`src/rtl/param_serial_demux_pkg.sv`:
```
// Shared types and constants for the parametrised serial-frame demultiplexer.
package param_serial_demux_pkg;

  typedef enum logic [2:0] {
    IDLE,
    ADDR,
    LEN,
    DATA,
    PAR
  } state_t;

  localparam int DEFAULT_PORT_BITS = 2;
  localparam int DEFAULT_LEN_BITS  = 4;

  // Bits needed to hold values 0 .. value-1, never less than one bit.
  function automatic int clog2(input int value);
    int result;
    int remaining;
    result    = 0;
    remaining = value - 1;
    while (remaining > 0) begin
      result    = result + 1;
      remaining = remaining >> 1;
    end
    if (result < 1) result = 1;
    return result;
  endfunction

endpackage

```
`src/rtl/param_serial_demux_capture.sv`:
```
// MSB-first serial field capture: shifts one bit per enabled cycle and flags
// the cycle in which the Wth bit arrives. value already includes the bit
// being presented, so the owner can latch the whole field on that same edge.
module serial_field_capture
  import param_serial_demux_pkg::*;
#(
  parameter int W = 2
) (
  input  logic         clock,
  input  logic         rst,
  input  logic         en,
  input  logic         bit_in,
  output logic [W-1:0] value,
  output logic         last
);

  localparam int CW = clog2(W + 1);

  logic [W-1:0]  shreg;
  logic [CW-1:0] cnt;

  assign value = (shreg << 1) | W'(bit_in);
  assign last  = en && (cnt == CW'(W - 1));

  // Shift the incoming bit in and count bits, restarting after the Wth bit.
  always_ff @(posedge clock) begin
    if (rst) begin
      shreg <= '0;
      cnt   <= '0;
    end else if (en) begin
      shreg <= value;
      cnt   <= last ? '0 : cnt + CW'(1);
    end
  end

endmodule

```
`src/rtl/param_serial_demux.sv`:
```
// Serial frame demultiplexer: start bit, port address, length, payload and an
// even-parity bit. Payload bits are forwarded, registered, to the addressed
// serial output; a done strobe (with parity_err) closes every complete frame.
module param_serial_demux
  import param_serial_demux_pkg::*;
#(
  parameter int PORT_BITS = DEFAULT_PORT_BITS,
  parameter int LEN_BITS  = DEFAULT_LEN_BITS,
  localparam int NUM_PORTS = 2 ** PORT_BITS
) (
  input  logic                 clock,
  input  logic                 rst,
  input  logic                 se_in,
  output logic                 valid,
  output logic [NUM_PORTS-1:0] serial_out,
  output logic [PORT_BITS-1:0] port_number,
  output logic                 done,
  output logic                 parity_err
);

  state_t              state;
  logic [LEN_BITS-1:0] len_reg;
  logic [LEN_BITS-1:0] data_cnt;
  logic                parity;

  logic                 addr_en;
  logic                 addr_last;
  logic [PORT_BITS-1:0] addr_value;
  logic                 len_en;
  logic                 len_last;
  logic [LEN_BITS-1:0]  len_value;

  assign addr_en = (state == ADDR);
  assign len_en  = (state == LEN);

  serial_field_capture #(.W(PORT_BITS)) u_addr_capture (
    .clock  (clock),
    .rst    (rst),
    .en     (addr_en),
    .bit_in (se_in),
    .value  (addr_value),
    .last   (addr_last)
  );

  serial_field_capture #(.W(LEN_BITS)) u_len_capture (
    .clock  (clock),
    .rst    (rst),
    .en     (len_en),
    .bit_in (se_in),
    .value  (len_value),
    .last   (len_last)
  );

  // Frame FSM with registered outputs; strobes and forwarded bits default low each cycle.
  always_ff @(posedge clock) begin
    if (rst) begin
      state       <= IDLE;
      valid       <= 1'b0;
      serial_out  <= '0;
      port_number <= '0;
      done        <= 1'b0;
      parity_err  <= 1'b0;
      len_reg     <= '0;
      data_cnt    <= '0;
      parity      <= 1'b0;
    end else begin
      valid      <= 1'b0;
      serial_out <= '0;
      done       <= 1'b0;
      parity_err <= 1'b0;
      unique case (state)
        IDLE: begin
          if (!se_in) state <= ADDR;
        end
        ADDR: begin
          if (addr_last) begin
            port_number <= addr_value;
            state       <= LEN;
          end
        end
        LEN: begin
          if (len_last) begin
            len_reg  <= len_value;
            data_cnt <= '0;
            parity   <= 1'b0;
            state    <= (len_value == '0) ? PAR : DATA;
          end
        end
        DATA: begin
          valid      <= 1'b1;
          serial_out <= NUM_PORTS'(se_in) << port_number;
          parity     <= parity ^ se_in;
          data_cnt   <= data_cnt + LEN_BITS'(1);
          if (data_cnt == len_reg - LEN_BITS'(1)) state <= PAR;
        end
        PAR: begin
          done       <= 1'b1;
          parity_err <= parity ^ se_in;
          state      <= IDLE;
        end
        default: state <= IDLE;
      endcase
    end
  end

endmodule

```
`config.mk`:
```
export PLATFORM = sky130hd
export DESIGN_NAME = param_serial_demux
export DESIGN_NICKNAME = d
export VERILOG_FILES = /design/src/rtl/param_serial_demux_pkg.sv /design/src/rtl/param_serial_demux_capture.sv /design/src/rtl/param_serial_demux.sv
export SDC_FILE = /design/constraint.sdc
export NUM_CORES = 1
export LEC_CHECK = 0
export ABC_AREA = 0
export BUFFER_PORTS_ARGS = -buffer_cell sky130_fd_sc_hd__buf_2
export CORE_MARGIN = 2
export CORE_UTILIZATION = 51
export DETAILED_ROUTE_END_ITERATION = 10
export PLACE_DENSITY = 0.7
export SLEW_MARGIN = 20
export SYNTH_ARGS = -nofsm -noshare
export SYNTH_HDL_FRONTEND = slang
export SYNTH_SLANG_ARGS = --single-unit
```
`constraint.sdc`:
```
create_clock -name clock -period 1.5 [get_ports clock]
set_input_delay 0.3 -clock clock [delete_from_list [all_inputs] [get_ports clock]]
set_output_delay 0.3 -clock clock [all_outputs]
set_load 0.01 [all_outputs]
```
# Yosys cells after proc, flatten, opt, wreduce, memory -nomap -nowiden
# Index checks and enable logic that the tools add are counted.
[classes]
n_addsub = 4
eq_ne = 11
shifts = 1
muxes = 14
n_bitwise = 5
reduce_logical = 11
[ops]
columns = ["cell", "count"]
rows = [
  ["$mux W3", 6],
  ["$pmux W3 S4", 1],
  ["$eq A3 B2 Y1 const B", 3],
  ["$ne A2 B2 Y1 const B", 4],
  ["$pmux W4 S2", 1],
  ["$reduce_and A2 Y1", 3],
  ["$add A4 B1 Y4 const B", 1],
  ["$eq A4 B4 Y1", 1],
  ["$logic_not A4 Y1", 1],
  ["$mux W4", 1],
  ["$or A4 B1 Y4", 1],
  ["$reduce_and A4 Y1", 1],
  ["$reduce_or A2 Y1", 2],
  ["$shl A1 B2 Y4", 1],
  ["$sub A4 B1 Y4 const B", 1],
  ["$add A3 B1 Y3 const B", 1],
  ["$eq A3 B1 Y1 const B", 1],
  ["$eq A3 B3 Y1 const B", 1],
  ["$logic_not A3 Y1", 1],
  ["$mux W1", 3],
  ["$add A2 B1 Y2 const B", 1],
  ["$eq A2 B1 Y1 const B", 1],
  ["$logic_and A1 B1 Y1", 2],
  ["$mux W2", 1],
  ["5 further kinds", 6],
]
[totals]
ff_bits = 30
output_inout_bits = 9
word_cells = 59

# Logic depth before layout (Yosys ltp)
[logic_depth]
ltp_word = 5
mapped_depth = 6
ltp_nobuf = 6

# By module
# From an unflattened synthesis, not the netlist that was laid out.
[hier_totals]
cells_unflattened = 140
area_unflattened_um2 = 1316.3
[modules_own_cells]
columns = ["mod", "instances", "cells_each", "area_per_inst_um2", "seq_area_each_um2"]
rows = [
  ["param_serial_demux", 1, 104, 948.4, 420.4],
  ["serial_field_capture (u_len_capture)", 1, 25, 257.7, 120.1],
  ["serial_field_capture (u_addr_capture)", 1, 11, 110.1, 60.1],
]

# Least setup slack after synthesis
# OpenSTA, ideal clock, no wires.
[synth_timing]
kind = "register -> register"
start = "register len_reg[0]"
end = "register state[2]"
arrival_time_ns = 1.547
path_slack_ns = -0.126
stages_incl_launch_ff = 7
n_path_buf = 0
period_less_slack_ns = 1.626
path_cell_list = "dfxtp_1 inv_1 ha_1 xnor2_1 xnor2_1 or4b_4 a211oi_2"
[synth_between]
elab_chain_cells = 4
[synth_rtl]
columns = ["element", "line_no", "rtl"]
rows = [
  ["start: declaration", "param_serial_demux.sv:22", "logic [LEN_BITS-1:0] len_reg;"],
  ["start signal: assignment", "param_serial_demux.sv:83", "len_reg <= len_value;"],
  ["$sub A4 B1 Y4", "param_serial_demux.sv:94", "if (data_cnt == len_reg - LEN_BITS'(1)) state <= PAR;"],
  ["$eq A4 B4 Y1", "param_serial_demux.sv:94", ""],
  ["$ne A2 B2 Y1 (no source line)", "--", ""],
  ["$reduce_and A4 Y1 (no source line)", "--", ""],
  ["end signal: assignment", "param_serial_demux.sv:86", "state <= (len_value == '0) ? PAR : DATA;"],
  ["end: declaration", "param_serial_demux.sv:21", "state_t state;"],
]
# Every way passes these cells.
# A chain may end at the register's enable or synchronous reset.

# Final worst setup path
# Ends and elaborated chain as after synthesis.

==> impl_metrics.ini <==
[yosys]
synth_simple_gate_area_share_pct = 25.8
synth_edf_count = 0
syn_nets = 153
yosysTopAreaCellShare_pct = 45.4
synth_compound_area_share_pct = 13.1
ys_seq_elements = 30
synth.cell_area_um2 = 1320
syn_inst = 147
ys_seq_area_share_pct = 45.4
yosys-top-cells-area = dfxtp_1, nand2_1, a21oi_1
syn_area_per_cell_um2 = 9.01
synth_mux_area_share_pct = 2.27
synthAdderAreaFrac_pct = 2.84
synth_xor_area_share_pct = 5.95
ys_warn_count = 0
synthFlopType = dfxtp_1
synth.distinct_cells = 42
synth_top_family_by_area = simple AND/OR/NAND/NOR gates
synth_top_area_cell = dfxtp_1
async_reset_ff_share_pct = 0

[finish]
seq_area_um2 = 604
area_growth_pct = 21.6
fin_nets = 176
multi_input_area_um2 = 718
drive_above_1_share_pct = 30.4
fillers = 219
diodes = 0
layoutNonFillerInstCount = 201

[routing]
drtPass1Iterations = 4
routed_via_density = 5.37
wl_per_cell_um = 12.8
drc = 0
drt-initial-drc-count = 15
final_antenna_net_count = 0
wirelength_um = 2580
vias = 1080

[pwr]
pwr-share-clk_pct = 33.4
powerDensity_nw_per_um2 = 1100
ir_drop_mv = 0.895
intPower_w = 0.00130
pwr-share-seq_pct = 50.6
p_comb_share_pct = 15.9
netSwitchingFraction_pct = 27.1
leakage_nw = 0.609
p_total_w = 0.00178
p_switching_w = 0.000482

[placement]
post-place-ws_ps = -109
dp.final_hpwl_um = 1880
place_inst = 193
portBuffers = 11
gp_congestion = 0.758

[clock_network]
h-tree-depth = 2
clock-sinks = 30
clkTransAtPathRegs_ps = 90
cts_inserted_buffers = 5
clock_path_buffers = 2
clockRootBuffer = clkbuf_4
cts_hold_buf = 0
cts_tree = yes
worstSkewPairLatency_ps = 330
cts_setup_buffers = 0

[global_routing]
grt_max_degree = 19
first_global_vias = 955
grt_pass1_wl_um = 4240
grt.overflow.total = 0
grt_use_total_pct = 20.8
antenna_found_initial = 0

[min_path]
hold_path_class = in -> reg

[critical_path]
start_kind = register
cp.required_ps = 1760
critPathArrivalTime_ps = 1850
crit_path_max_fanout = 2
end_kind = register
path_class = reg -> reg

[die]
die_width_um = 54.9
design.core.area_um2 = 2480
start_util_pct = 53.4
ios = 12
rows = 18
die_h_um = 54.9
fp.dieArea_um2 = 3020

[outcome]
violations = setup timing
status = finished, violations left

[timing]
rsz0062_at_grt = true
min_period_ps = 1580
setup_ws_ps = -84.6
tightestPinTransition_ps = 417
slew_headroom_pct = 71.8
fin_crit_sh_pct = 106
fmax_mhz = 631
setup_violations = 2
finalHoldViolCount = 0
drv_slew = 0
clock_skew_ps = 7.20

[run]
maxCapViolCount = 0
[metrics by stage]
stage / instance area, um^2 / setup TNS (ps) / utilization, % / hold slack (ps)
floorplan: 1330 / -83.9 / - / 385
global placement: 1470 / -53.5 / 59.4 / 426
detailed placement: 1470 / -287 / 59.4 / 444
CTS: 1550 / -220 / 62.7 / 222
global route: 1610 / -282 / 65.0 / 229
finish: 1610 / -84.7 / 65.0 / 226
[synthesized netlist by cell type, drive strengths merged, types with 5 or more instances]
library cell	count
nand3	7
clkbuf	6
nand2	21
nor2	14
xnor2	6
dfxtp	30
a21oi	14
inv	5
[cells in the final DEF, fill, tap and decap left out, types with 2 or more instances in the layout]
cell type  count
dfxtp_1       27
nand2_1       21
a21oi_1       13
buf_4         13
nor2_1        12
buf_2         11
nand3_1        7
clkbuf_4       5
xnor2_1        4
nor4_1         3
a31oi_1        3
inv_1          3
mux2i_1        3
xor2_1         3
clkbuf_8       3
dfxtp_2        3
inv_2          2
nand2b_1       2
nor2_2         2
nor3_1         2
ha_1           2
[power groups by stage]
| stage | clock, W | sequential [W] | combinational [W] |
|---|---|---|---|
| after floorplan | 0 | 0.000889 | 0.000218 |
| after global placement | 0 | 0.000909 | 0.000268 |
| after detailed placement | 0 | 0.000913 | 0.000274 |
| after CTS | 0.000607 | 0.000894 | 0.000277 |
| after global routing | 0.000650 | 0.000909 | 0.000309 |
| final | 0.000595 | 0.000901 | 0.000283 |
[worst paths after layout]
path	start	to	slack, ps	cells after the start
setup / recovery	len_reg[0]$_SDFFE_PP0P_	state[2]$_SDFFE_PP0P_	-80	6
hold / removal	rst	data_cnt[3]$_SDFFE_PP0P_	230	2
setup reg to reg	len_reg[0]$_SDFFE_PP0P_	state[2]$_SDFFE_PP0P_	-80	6
hold reg to reg	u_addr_capture.cnt[1]$_SDFFE_PP0P_	u_addr_capture.cnt[1]$_SDFFE_PP0P_	460	2
[kinds of logic after synthesis]
logic type / after synthesis
XOR/XNOR: 9
AO/OA/AOI/OAI: 26
adder cells (fa/ha/maj): 3
flip-flops: 30
multiplexers: 3
buffers and inverters: 13
AND/OR/NAND/NOR: 63
[critical path: stages, from the launching register on]
cell,delay (ps)
dfxtp_2,340
inv_2,40
ha_4,170
xnor2_4,130
xnor2_2,150
or4b_4,520
a211oi_2,170
[what timing repair did]
action / in CTS / in global routing
endpoints found under the setup margin: 3 / 7
pin swaps: 0 / 3
resized for setup: 1 / 11
[area by class of cell]
type	count	area share [%]
Clock buffer	8	4.90
Sequential cell	30	37.5
Multi-Input combinational cell	104	44.6
Timing Repair Buffer	24	9.48
Inverter	5	1.17
Tap cell	30	2.33
[layer usage]
metal / global-route usage, % / vias up / wire length, um
met5: 0 / - / 0
met4: 8.54 / 0 / 51
met3: 8.87 / 6 / 108
met2: 32.9 / 21 / 1250
met1: 24.7 / 497 / 1170
li1: - / 556 / -
Note: power is estimated with default switching activity, not from simulation.
